===== src/rtl/pc_seq_pkg.sv =====
// Shared constants for the PC sequencer: FSM state encoding and default vectors.
package pc_seq_pkg;

  localparam logic [1:0] ST_RUN  = 2'b00;
  localparam logic [1:0] ST_ISR  = 2'b01;
  localparam logic [1:0] ST_HALT = 2'b10;

  localparam logic [15:0] DEF_RESET_VEC = 16'h0000;
  localparam logic [15:0] DEF_IRQ_VEC   = 16'h0010;
  localparam logic [15:0] DEF_INC       = 16'h0001;

endpackage


===== src/rtl/pc_sequencer_if.sv =====
// Core-side request/response bundle between the pipeline and the PC sequencer.
interface pc_sequencer_if;

  logic [15:0] pc_q;
  logic        stall;
  logic        jump;
  logic [15:0] jump_addr;
  logic        branch_taken;
  logic [15:0] branch_off;
  logic        reti;
  logic        halt;
  logic        irq;
  logic [15:0] pc_next;
  logic        irq_ack;
  logic [15:0] epc;
  logic        in_isr;
  logic        halted;

  modport master (
    output pc_q, stall, jump, jump_addr, branch_taken, branch_off, reti, halt, irq,
    input  pc_next, irq_ack, epc, in_isr, halted
  );

  modport slave (
    input  pc_q, stall, jump, jump_addr, branch_taken, branch_off, reti, halt, irq,
    output pc_next, irq_ack, epc, in_isr, halted
  );

endinterface


===== src/rtl/pc_sequencer_target_calc.sv =====
// Combinational next-PC selection: sequential/branch adders and the priority mux.
module pc_target_calc
  import pc_seq_pkg::*;
#(
  parameter logic [15:0] RESET_VEC = DEF_RESET_VEC,
  parameter logic [15:0] IRQ_VEC   = DEF_IRQ_VEC,
  parameter logic [15:0] INC       = DEF_INC
) (
  input  logic        rst_n,
  input  logic [15:0] pc_q,
  input  logic [15:0] epc,
  input  logic [15:0] jump_addr,
  input  logic [15:0] branch_off,
  input  logic        in_halt,
  input  logic        stall,
  input  logic        accept,
  input  logic        reti_sel,
  input  logic        halt_run,
  input  logic        jump,
  input  logic        branch_taken,
  output logic [15:0] pc_next,
  output logic [15:0] ret_target
);

  logic [15:0] seq;
  logic [15:0] br_target;

  always_comb begin
    seq       = pc_q + INC;
    br_target = seq + branch_off;

    // Target the flow would take with no irq and no reti; it becomes epc on accept.
    ret_target = seq;
    if (!in_halt && !halt_run) begin
      if (jump)              ret_target = jump_addr;
      else if (branch_taken) ret_target = br_target;
    end

    if (!rst_n)        pc_next = RESET_VEC;
    else if (in_halt)  pc_next = accept ? IRQ_VEC : pc_q;
    else if (stall)    pc_next = pc_q;
    else if (accept)   pc_next = IRQ_VEC;
    else if (reti_sel) pc_next = epc;
    else               pc_next = ret_target;
  end

endmodule


===== src/rtl/pc_sequencer.sv =====
// PC sequencer: RUN/ISR/HALT control FSM with saved return address and irq acknowledge.
module pc_sequencer
  import pc_seq_pkg::*;
#(
  parameter logic [15:0] RESET_VEC = DEF_RESET_VEC,
  parameter logic [15:0] IRQ_VEC   = DEF_IRQ_VEC,
  parameter logic [15:0] INC       = DEF_INC
) (
  input  logic           clk,
  input  logic           rst,
  pc_sequencer_if.slave  bus
);

  // state   | meaning
  // ST_RUN  | normal sequential/jump/branch flow, irq accepted
  // ST_ISR  | handler running, irq masked until reti
  // ST_HALT | PC parked after halt, only irq or reset leaves

  logic [1:0]  state_q, state_d;
  logic [15:0] epc_q, epc_d;
  logic        irq_ack_q, irq_ack_d;
  logic [15:0] ret_target;
  logic [15:0] pc_next_w;
  logic        accept, reti_sel, halt_run;

  assign accept   = bus.irq && !bus.stall && (state_q == ST_RUN || state_q == ST_HALT);
  assign reti_sel = bus.reti && (state_q == ST_ISR);
  assign halt_run = bus.halt && (state_q == ST_RUN);

  pc_target_calc #(
    .RESET_VEC (RESET_VEC),
    .IRQ_VEC   (IRQ_VEC),
    .INC       (INC)
  ) u_target_calc (
    .rst_n        (rst),
    .pc_q         (bus.pc_q),
    .epc          (epc_q),
    .jump_addr    (bus.jump_addr),
    .branch_off   (bus.branch_off),
    .in_halt      (state_q == ST_HALT),
    .stall        (bus.stall),
    .accept       (accept),
    .reti_sel     (reti_sel),
    .halt_run     (halt_run),
    .jump         (bus.jump),
    .branch_taken (bus.branch_taken),
    .pc_next      (pc_next_w),
    .ret_target   (ret_target)
  );

  always_comb begin
    state_d   = state_q;
    epc_d     = epc_q;
    irq_ack_d = accept;
    if (!bus.stall) begin
      case (state_q)
        ST_RUN:  if (accept) state_d = ST_ISR;
                 else if (bus.halt) state_d = ST_HALT;
        ST_ISR:  if (bus.reti) state_d = ST_RUN;
        ST_HALT: if (accept) state_d = ST_ISR;
        default: state_d = ST_RUN;
      endcase
    end
    if (accept) epc_d = ret_target;
  end

  always_ff @(posedge clk or negedge rst) begin
    if (!rst) begin
      state_q   <= ST_RUN;
      epc_q     <= 16'h0000;
      irq_ack_q <= 1'b0;
    end else begin
      state_q   <= state_d;
      epc_q     <= epc_d;
      irq_ack_q <= irq_ack_d;
    end
  end

  assign bus.pc_next = pc_next_w;
  assign bus.irq_ack = irq_ack_q;
  assign bus.epc     = epc_q;
  assign bus.in_isr  = (state_q == ST_ISR);
  assign bus.halted  = (state_q == ST_HALT);

endmodule


===== src/flat_wrapper.sv =====
// flat-port wrapper written by rule: the top's interface ports become plain ports
module pc_sequencer_flat import pc_seq_pkg::*;
#(
  parameter logic [15:0] RESET_VEC = DEF_RESET_VEC,
  parameter logic [15:0] IRQ_VEC   = DEF_IRQ_VEC,
  parameter logic [15:0] INC       = DEF_INC
)
  (clk, rst, bus_pc_q, bus_stall, bus_jump, bus_jump_addr, bus_branch_taken, bus_branch_off, bus_reti, bus_halt, bus_irq, bus_pc_next, bus_irq_ack, bus_epc, bus_in_isr, bus_halted);
  pc_sequencer_if bus_i ();
  input  logic clk;
  input  logic rst;
  input wire logic [$bits(bus_i.pc_q)-1:0] bus_pc_q;
  input wire logic [$bits(bus_i.stall)-1:0] bus_stall;
  input wire logic [$bits(bus_i.jump)-1:0] bus_jump;
  input wire logic [$bits(bus_i.jump_addr)-1:0] bus_jump_addr;
  input wire logic [$bits(bus_i.branch_taken)-1:0] bus_branch_taken;
  input wire logic [$bits(bus_i.branch_off)-1:0] bus_branch_off;
  input wire logic [$bits(bus_i.reti)-1:0] bus_reti;
  input wire logic [$bits(bus_i.halt)-1:0] bus_halt;
  input wire logic [$bits(bus_i.irq)-1:0] bus_irq;
  output wire logic [$bits(bus_i.pc_next)-1:0] bus_pc_next;
  output wire logic [$bits(bus_i.irq_ack)-1:0] bus_irq_ack;
  output wire logic [$bits(bus_i.epc)-1:0] bus_epc;
  output wire logic [$bits(bus_i.in_isr)-1:0] bus_in_isr;
  output wire logic [$bits(bus_i.halted)-1:0] bus_halted;
  assign bus_i.pc_q = bus_pc_q;
  assign bus_i.stall = bus_stall;
  assign bus_i.jump = bus_jump;
  assign bus_i.jump_addr = bus_jump_addr;
  assign bus_i.branch_taken = bus_branch_taken;
  assign bus_i.branch_off = bus_branch_off;
  assign bus_i.reti = bus_reti;
  assign bus_i.halt = bus_halt;
  assign bus_i.irq = bus_irq;
  assign bus_pc_next = bus_i.pc_next;
  assign bus_irq_ack = bus_i.irq_ack;
  assign bus_epc = bus_i.epc;
  assign bus_in_isr = bus_i.in_isr;
  assign bus_halted = bus_i.halted;
  pc_sequencer #(.RESET_VEC(RESET_VEC), .IRQ_VEC(IRQ_VEC), .INC(INC)) u_core (.clk(clk), .rst(rst), .bus(bus_i));
endmodule

===== config.mk =====
export PLATFORM = sky130hd
export DESIGN_NAME = pc_sequencer_flat
export DESIGN_NICKNAME = d
export VERILOG_FILES = /design/src/rtl/pc_seq_pkg.sv /design/src/rtl/pc_sequencer_if.sv /design/src/rtl/pc_sequencer_target_calc.sv /design/src/rtl/pc_sequencer.sv /design/src/flat_wrapper.sv
export SDC_FILE = /design/constraint.sdc
export NUM_CORES = 1
export LEC_CHECK = 0
export CORE_AREA = 2 2 84 86
export CTS_CLUSTER_DIAMETER = 200
export DETAILED_ROUTE_END_ITERATION = 10
export DIE_AREA = 0 0 86 88
export PLACE_DENSITY = 0.83
export SLEW_MARGIN = 20
export SYNTH_ARGS = -nofsm -noshare
export SYNTH_HDL_FRONTEND = slang
export SYNTH_SLANG_ARGS = --single-unit

===== constraint.sdc =====
create_clock -name clk -period 2.7 [get_ports clk]
set_input_delay 0.27 -clock clk [delete_from_list [all_inputs] [get_ports clk]]
set_output_delay 0.27 -clock clk [all_outputs]
set_load 0.01 [all_outputs]

# After elaboration in Yosys (flattened, before gate mapping)
# Index checks and enable logic that the tools add are counted.
# Widths: inputs -> output; s select.
[word_totals]
word_cells = 36
in_bits = 56
ff_bits = 19
out_inout_bits = 35
[op_classes]
muxes = 14
n_eq_ne = 5
reduce_logical = 11
n_bitwise = 1
add_sub_neg = 2
[op_table]
columns = ["cell", "count"]
rows = [
  ["$mux 16", 9],
  ["$add 16x1->16 const B", 1],
  ["$add 16x16->16", 1],
  ["$mux 2", 4],
  ["$pmux 2 s3", 1],
  ["$logic_and 1x1->1", 5],
  ["$reduce_and 4->1", 1],
  ["$logic_not 1->1", 3],
  ["$ne 3x2->1 const B", 1],
  ["$eq 2x1->1 const B", 1],
  ["$eq 2x2->1 const B", 1],
  ["$logic_not 2->1", 1],
  ["$ne 2x1->1 const B", 1],
  ["$ne 2x2->1 const B", 1],
  ["$logic_or 1x1->1", 1],
  ["$not 1->1", 1],
]

# Depth between registers and ports, before layout
# Gate-level depths: netlist of run 1.
[logic_depth]
depth_word = 10
ltp_mapped = 13
ltp_nobuf = 12

# Hierarchy
# A second synthesis of run 1 with hierarchy kept.
[hier_totals]
cells_unflattened = 374
hier_area_um2 = 2955.3
[by_module_without_submodules]
columns = ["module", "n_inst", "area_per_inst_um2", "cells_each", "seq_area_each_um2"]
rows = [
  ["pc_target_calc", 1, 2164.6, 327, 0.0],
  ["pc_sequencer", 1, 790.8, 47, 475.5],
]

# Worst setup path before layout of run 1
# No wires, ideal clock.
[synth_timing]
kind = "input port to output port"
start = "input bus_pc_q[0]"
end = "output bus_pc_next[9]"
t_required_ns = 2.430
path_buffers = 0
arrival_time_ns = 2.583
path_slack_ns = -0.153
path_stages = 11
cell_sequence = "ha_1 -> inv_1 -> or3_1 -> nand2_1 -> ha_1 -> a2111oi_0 -> o21ai_1 -> a21boi_1 -> xnor2_1 -> a211oi_1 -> o31ai_1"
[synth_via]
elab_chain_cells = 10
[synth_rtl]
columns = ["item", "line_no", "text"]
rows = [
  ["start, declared", "flat_wrapper.sv:12", "input wire logic [$bits(bus_i.pc_q)-1:0] bus_pc_q;"],
  ["$add 16x1->16 (*)", "pc_sequencer_target_calc.sv:29", "seq = pc_q + INC;"],
  ["$add 16x16->16", "pc_sequencer_target_calc.sv:30", "br_target = seq + branch_off;"],
  ["$mux 16", "pc_sequencer_target_calc.sv:36", "else if (branch_taken) ret_target = br_target;"],
  ["$mux 16", "pc_sequencer_target_calc.sv:35", "if (jump) ret_target = jump_addr;"],
  ["$mux 16 (*)", "pc_sequencer_target_calc.sv:34", "if (!in_halt && !halt_run) begin"],
  ["$mux 16 (*)", "pc_sequencer_target_calc.sv:43", "else if (reti_sel) pc_next = epc;"],
  ["$mux 16 (*)", "pc_sequencer_target_calc.sv:42", "else if (accept) pc_next = IRQ_VEC;"],
  ["$mux 16 (*)", "pc_sequencer_target_calc.sv:41", "else if (stall) pc_next = pc_q;"],
  ["$mux 16 (*)", "pc_sequencer_target_calc.sv:40", "else if (in_halt) pc_next = accept ? IRQ_VEC : pc_q;"],
  ["$mux 16 (*)", "pc_sequencer_target_calc.sv:39", "if (!rst_n) pc_next = RESET_VEC;"],
  ["end, declared", "flat_wrapper.sv:21", "output wire logic [$bits(bus_i.pc_next)-1:0] bus_pc_next;"],
]
# Every way passes the cells marked *; elsewhere a longest branch is shown, timed or not.

# Worst setup path in the final report of run 1
[layout_timing]
start = "input bus_pc_q[4]"
end = "output bus_pc_next[11]"
# The elaborated chain is that of the path after synthesis.

==> flow_metrics.env, run 1 <==
export IMPL_place_hpwl_mm=9.09
export IMPL_synthCells=368
export IMPL_final_min_clock_period_ns=3.23
export IMPL_antenna_found_initial=0
export IMPL_hp_class="in -> async"
export IMPL_synth_warnings=0
export IMPL_grt_pass1_wl_mm=22.7
export IMPL_io_pins=91
export IMPL_start_kind="input port"
export IMPL_track_usage_pct=38.8
export IMPL_fin_crit_sh_pct=120
export IMPL_cts_buffers=3
export IMPL_hold_viol_final=0
export IMPL_final_common_cell="buf_4"
export IMPL_vias_per_cell=6.94
export IMPL_portBuffers=90
export IMPL_syn_area_per_cell_sq_um=7.33
export IMPL_die_area_sq_um=7570
export IMPL_syn_cell_area_sq_um=2700
export IMPL_routed_wirelength_mm=17.5
export IMPL_core_sq_um=6640
export IMPL_drt_first_iter_violations=699
export IMPL_cap_violations=0
export IMPL_num_rows=30
export IMPL_async_reset_ff_share_pct=100
export IMPL_p_leak_uw=0.00250
export IMPL_routedWlPerCell_microns=26.1
export IMPL_final_util_pct=85.5
export IMPL_clkLatencyLatePin_ns=0.27
export IMPL_rsz0062_at_grt="yes"
export IMPL_status="finished with violations"
export IMPL_die_width_microns=86
export IMPL_crit_arrival_ns=2.96
export IMPL_place_ws_ns=-1.34
export IMPL_setup_violations=16
export IMPL_cts_max_level=1
export IMPL_yosysSeqAreaShare_pct=17.6
export IMPL_fin_cells=670
export IMPL_drc_errors=0
export IMPL_ys_types=65
export IMPL_place_inst=619
export IMPL_slew_viol_final=0
export IMPL_vdd_ir_drop_max_mv=0.197
export IMPL_syn_to_final_growth_pct=111
export IMPL_worstPathMaxFanout=6
export IMPL_cts_tree="done"
export IMPL_synth_main_ff_cell="dfrtp_1"
export IMPL_grt_max_degree=24
export IMPL_postRouteAntennaNets=0
export IMPL_die_y_microns=88
export IMPL_drtPass1Iterations=8
export IMPL_dpl_cell_area_sq_um=4380
export IMPL_synth_seq_cells=19
export IMPL_fin_area_sq_um=5680
export IMPL_violations="setup timing"
export IMPL_cts_sinks=19
export IMPL_overflow=0
export IMPL_worst_slack_ns=-0.532
export IMPL_cts_root_buf="clkbuf_8"
export IMPL_clkTransAtPathRegs_ns=0.08
export IMPL_worst_endpoint_required_ns=2.43
export IMPL_layout_common_cells="126 x buf_4, 58 x clkdlybuf4s50_1, 42 x nand2_1, 27 x nor2_1, 23 x buf_6"
export IMPL_synth_edf_count=0
export IMPL_grt_pass1_vias=4387
export IMPL_layout_nets=669
export IMPL_clockBufferDepth=2
export IMPL_drive_gt1_share_pct=49.5
export IMPL_diodes=0
export IMPL_worstMarginPinSlew_ns=0.706
export IMPL_relSlewSlack_pct=52.9
export IMPL_gp_congestion=1.01
export IMPL_hold_buffers=0
export IMPL_r2r_cells=9
export IMPL_crit_path_end_kind="output pin"
export IMPL_p_per_area_nw_per_um2=415
export IMPL_start_util_pct=40.6
export IMPL_synth_nets=446
export IMPL_crit_type="in -> out"
export IMPL_num_fill_cells=331
export IMPL_skew_ns=0.00290
export IMPL_num_vias=4653
export IMPL_maxClockFrequency_mhz=309
state kept, by name (all words and copies together) (netlist names):
name and count:
u_core.bus.epc 16, u_core.state_q 2, u_core.bus.irq_ack 1
timing repair:
item,4_1_cts,5_1_grt
pin swaps,70,40
buffers inserted,44,8
resized for setup,242,68
endpoints found under the setup margin,25,18
final timing paths:
check,startpoint,endpoint,slack [ns]
max,bus_pc_q[4],bus_pc_next[11],-0.53
min,rst,u_core.bus.epc[0]$_DFFE_PN0P_,0.39
max reg2reg,u_core.state_q[1]$_DFFE_PN0P_,u_core.bus.epc[14]$_DFFE_PN0P_,0.34
min reg2reg,u_core.bus.epc[10]$_DFFE_PN0P_,u_core.bus.epc[10]$_DFFE_PN0P_,0.53
max in group asynchronous,rst,u_core.bus.irq_ack$_DFF_PN0_,2.08
min in group clk,u_core.bus.epc[10]$_DFFE_PN0P_,u_core.bus.epc[10]$_DFFE_PN0P_,0.53
layout make-up:
cell class / instances / area (sq um) / area share, %
clock inverter: 1 / 5.00 / 0.0881
multi-input combinational: 320 / 3000 / 52.8
timing repair buffer: 233 / 2010 / 35.3
inverter: 14 / 55.1 / 0.969
sequential: 19 / 475 / 8.37
tap: 80 / 100 / 1.76
clock buffer: 3 / 41.3 / 0.727
routing by layer:
metal | GRT usage [%] | wire length (microns)
met2 | 64.9 | 7640
met3 | 7.92 | 2330
met5 | 0 | 0
met4 | 25.3 | 1850
met1 | 45.2 | 5670
cell families after synthesis:
| group | count (synthesis) | synth area share (%) |
|---|---|---|
| and+or+nand+nor | 139 | 26.6 |
| AOI/OAI and AO/OA | 135 | 33.2 |
| buffers and inverters | 29 | 4.13 |
| xor gates and xnor gates | 22 | 7.15 |
| adders and majority gates | 22 | 10.5 |
| DFF | 19 | 17.6 |
| muxes | 2 | 0.742 |
report_power, final:
group          switching, uW  internal, uW
registers               83.1           370
logic                    860           822
clock network            118           103
critical path: stages:
cell,delay (ns)
buf_8,0.09
nand4_4,0.21
buf_8,0.22
nor3_4,0.25
xor2_2,0.26
ha_2,0.37
a21oi_2,0.20
buf_4,0.17
o22a_1,0.15
o21ai_0,0.22
o31ai_2,0.35
buf_2,0.20
through the flow:
step | TNS (ns) | total power [uW] | hold WS, ns
4_1_cts | -1.37 | 2070 | 0.408
3_5_place_dp | -20.72 | 1650 | 0.499
3_3_place_gp | -19.47 | 1620 | 0.489
2_1_floorplan | -0.0216 | 982 | -0.0256
6_report | -4.32 | 2360 | 0.388
5_1_grt | -5.48 | 2450 | 0.401
cell usage after synthesis, types with 5 or more instances:
| library cell | n | area [sq um] |
|---|---|---|
| o21ai_0 | 31 | 155 |
| inv_1 | 13 | 48.8 |
| nand4_1 | 5 | 31.3 |
| o31ai_1 | 5 | 37.5 |
| a21o_1 | 6 | 45.0 |
| nand3_1 | 11 | 55.1 |
| xor2_1 | 7 | 61.3 |
| dfrtp_1 | 19 | 475 |
| xnor2_1 | 15 | 131 |
| o21ai_1 | 9 | 45.0 |
| ha_1 | 21 | 263 |
| a21oi_1 | 26 | 130 |
| a32oi_1 | 7 | 61.3 |
| nor2b_1 | 5 | 31.3 |
| clkbuf_1 | 12 | 45.0 |
| nor2_1 | 29 | 109 |
| nand2_1 | 51 | 191 |
| nor4_1 | 6 | 37.5 |
| nor3_1 | 5 | 25.0 |
| o221ai_1 | 5 | 43.8 |
Note: power is estimated with default switching activity, not from simulation.
==> run 2: changes to the inputs <==
--- a/config.mk
+++ b/config.mk
@@ -5,11 +5,11 @@
 export SDC_FILE = /design/constraint.sdc
 export NUM_CORES = 1
 export LEC_CHECK = 0
-export CORE_AREA = 2 2 84 86
+export CORE_AREA = 2 2 77 79
 export CTS_CLUSTER_DIAMETER = 200
 export DETAILED_ROUTE_END_ITERATION = 10
-export DIE_AREA = 0 0 86 88
-export PLACE_DENSITY = 0.83
+export DIE_AREA = 0 0 79 81
+export PLACE_DENSITY = 0.93
 export SLEW_MARGIN = 20
 export SYNTH_ARGS = -nofsm -noshare
 export SYNTH_HDL_FRONTEND = slang
==> constraint.sdc (replaced) <==
create_clock -name clk -period 3.9 [get_ports clk]
set_input_delay 0.39 -clock clk [delete_from_list [all_inputs] [get_ports clk]]
set_output_delay 0.39 -clock clk [all_outputs]
set_load 0.01 [all_outputs]
==> flow_metrics.env, run 2 (synthesis gave the netlist of run 1 again) <==
export IMPL_clkTransAtPathRegs_ns=0.09
export IMPL_crit_type="in -> out"
export IMPL_start_util_pct=47.5
export IMPL_worstPathMaxFanout=5
export IMPL_die_width_microns=79
export IMPL_cts_root_buf="clkbuf_8"
export IMPL_cts_buffers=3
export IMPL_fin_area_sq_um=4370
export IMPL_place_hpwl_mm=8.43
export IMPL_track_usage_pct=41.6
export IMPL_cp_num_buf_inv=2
export IMPL_drtPass1Iterations=11
export IMPL_p_sw_share_pct=44.9
export IMPL_power_share_combinational_pct=64.3
export IMPL_r2r_cells=7
export IMPL_slowest_delay_ns=0.39
export IMPL_drc_errors=10
export IMPL_cap_violations=0
export IMPL_status="finished with violations"
export IMPL_crit_path_end_kind="output pin"
export IMPL_setup_violations=0
export IMPL_layout_common_cells="72 x buf_4, 70 x clkdlybuf4s50_1, 50 x nand2_1, 28 x o21ai_0, 27 x nor2_1"
export IMPL_worst_endpoint_required_ns=3.51
export IMPL_start_kind="input port"
export IMPL_num_rows=28
export IMPL_worstPathCellList="dlygate4sd2_1, nand4_4, nor3_4, xnor2_2, ha_1, a21o_1, a21o_1, a41oi_2, nand4_1, nor4_2, nor2b_1, dlygate4sd2_1"
export IMPL_violations="DRC"
export IMPL_antenna_found_initial=0
export IMPL_maxClockFrequency_mhz=261
export IMPL_holdWs_ns=0.507
export IMPL_relSlewSlack_pct=54.8
export IMPL_vdd_ir_drop_max_mv=0.194
export IMPL_overflow=0
export IMPL_p_per_area_nw_per_um2=305
export IMPL_die_y_microns=81
export IMPL_hold_viol_final=0
export IMPL_grt_max_degree=24
export IMPL_r2r_end="u_core.bus.epc[14]$_DFFE_PN0P_"
export IMPL_final_util_pct=77.0
export IMPL_worstMarginPinSlew_ns=0.678
export IMPL_syn_to_final_growth_pct=62.1
export IMPL_routed_wirelength_mm=13.8
export IMPL_largest_reg_flops=16
export IMPL_routedWlPerCell_microns=23.2
export IMPL_grt_pass1_vias=4072
export IMPL_drt_first_iter_violations=983
export IMPL_cp_top_family="simple AND/OR/NAND/NOR gates"
export IMPL_postRouteAntennaNets=0
export IMPL_worst_slack_ns=0.0732
export IMPL_portBuffers=90
export IMPL_diodes=0
export IMPL_grt_pass1_wl_mm=20.5
export IMPL_skew_ns=0.00506
export IMPL_vias_per_cell=7.15
export IMPL_power_switching_uw=600
export IMPL_r2r_start="u_core.state_q[0]$_DFFE_PN0P_"
export IMPL_cp_slowest_cell="dlygate4sd2_1"
export IMPL_dpl_cell_area_sq_um=4090
export IMPL_num_vias=4257
export IMPL_rsz0062_at_grt="no"
export IMPL_layout_nets=599
export IMPL_die_area_sq_um=6400
export IMPL_drive_gt1_share_pct=23.3
export IMPL_slew_viol_final=0
export IMPL_gp_congestion=1.01
export IMPL_place_ws_ns=-0.369
export IMPL_crit_arrival_ns=3.44
export IMPL_p_leak_uw=0.00195
export IMPL_cts_tree="done"
export IMPL_final_common_cell="buf_4"
export IMPL_final_min_clock_period_ns=3.83
export IMPL_p_seq_share_pct=24.4
export IMPL_cts_sinks=19
export IMPL_fin_crit_sh_pct=98.1
export IMPL_hp_class="in -> async"
export IMPL_io_pins=91
export IMPL_core_sq_um=5680
export IMPL_power_share_clock_pct=11.3
export IMPL_cts_max_level=1
export IMPL_clockBufferDepth=2
export IMPL_rrSetupSlack_ns=1.53
export IMPL_clkLatencyLatePin_ns=0.26
export IMPL_p_int_uw=735
[run 2: cell count changes in the layout (fill, tap and decap cells not counted), sizes merged]
cell,delta
clkdlybuf4s50,+12
dlygate4sd2,+5
clkinv,-1
clkbuf,+3
buf,-92
dlymetal6s2s,+3
[run 2: how the worst max path moves through the flow]
stage / cells past startpoint / to / slack [ns] / from
after floorplan: 11 / bus_pc_next[9] / 0.81 / bus_pc_q[0]
after CTS: 14 / bus_pc_next[9] / 0.0001 / bus_pc_q[1]
final: 12 / bus_pc_next[14] / 0.07 / bus_pc_q[8]
after detailed placement: 13 / bus_pc_next[14] / -0.37 / bus_pc_q[4]
after global routing: 14 / bus_pc_next[14] / 0.01 / bus_pc_q[11]
after global placement: 14 / bus_pc_next[14] / -0.27 / bus_pc_q[0]
[run 2: area by class of cell]
class | instances | area, sq um
multi-input combinational | 320 | 2270
inverter | 14 | 52.6
clock buffer | 4 | 45.0
fill | 343 | 1300
timing repair buffer | 163 | 1430
tap | 75 | 93.8
sequential | 19 | 475
[run 2: layer usage]
layer  part of all wire (%)  routed length, microns  up-vias  track usage, %
met1                     33                    4500     1836            47.8
met3                     16                    2200      209            11.6
met5                      0                       0        -            2.50
met4                     11                    1490        0            32.4
li1                       -                       -     1688               -
met2                     41                    5630      524            65.3
[run 2: power groups by stage]
stage	Clock [uW]	Sequential (uW)	Combinational (uW)
CTS	140	314	788
floorplan	0	325	349
global route	158	329	893
finish	151	325	858
detailed placement	0	316	765
global placement	0	311	733
[run 2: metrics by stage]
| step | setup TNS (ns) | total power [uW] | instances |
|---|---|---|---|
| 6_report | 0 | 1330 | 595 |
| 5_1_grt | 0 | 1380 | 595 |
| 4_1_cts | 0 | 1240 | 594 |
| 3_5_place_dp | -2.49 | 1080 | 579 |
| 3_3_place_gp | -1.72 | 1040 | 579 |
| 2_1_floorplan | 0 | 674 | 368 |
[run 2: timing repair]
item	in CTS	in global routing
cloned	0	0
setup buffers	11	1
resized for setup	42	25
hold buffers	0	0
pin swaps	10	8
setup endpoints to repair	10	12
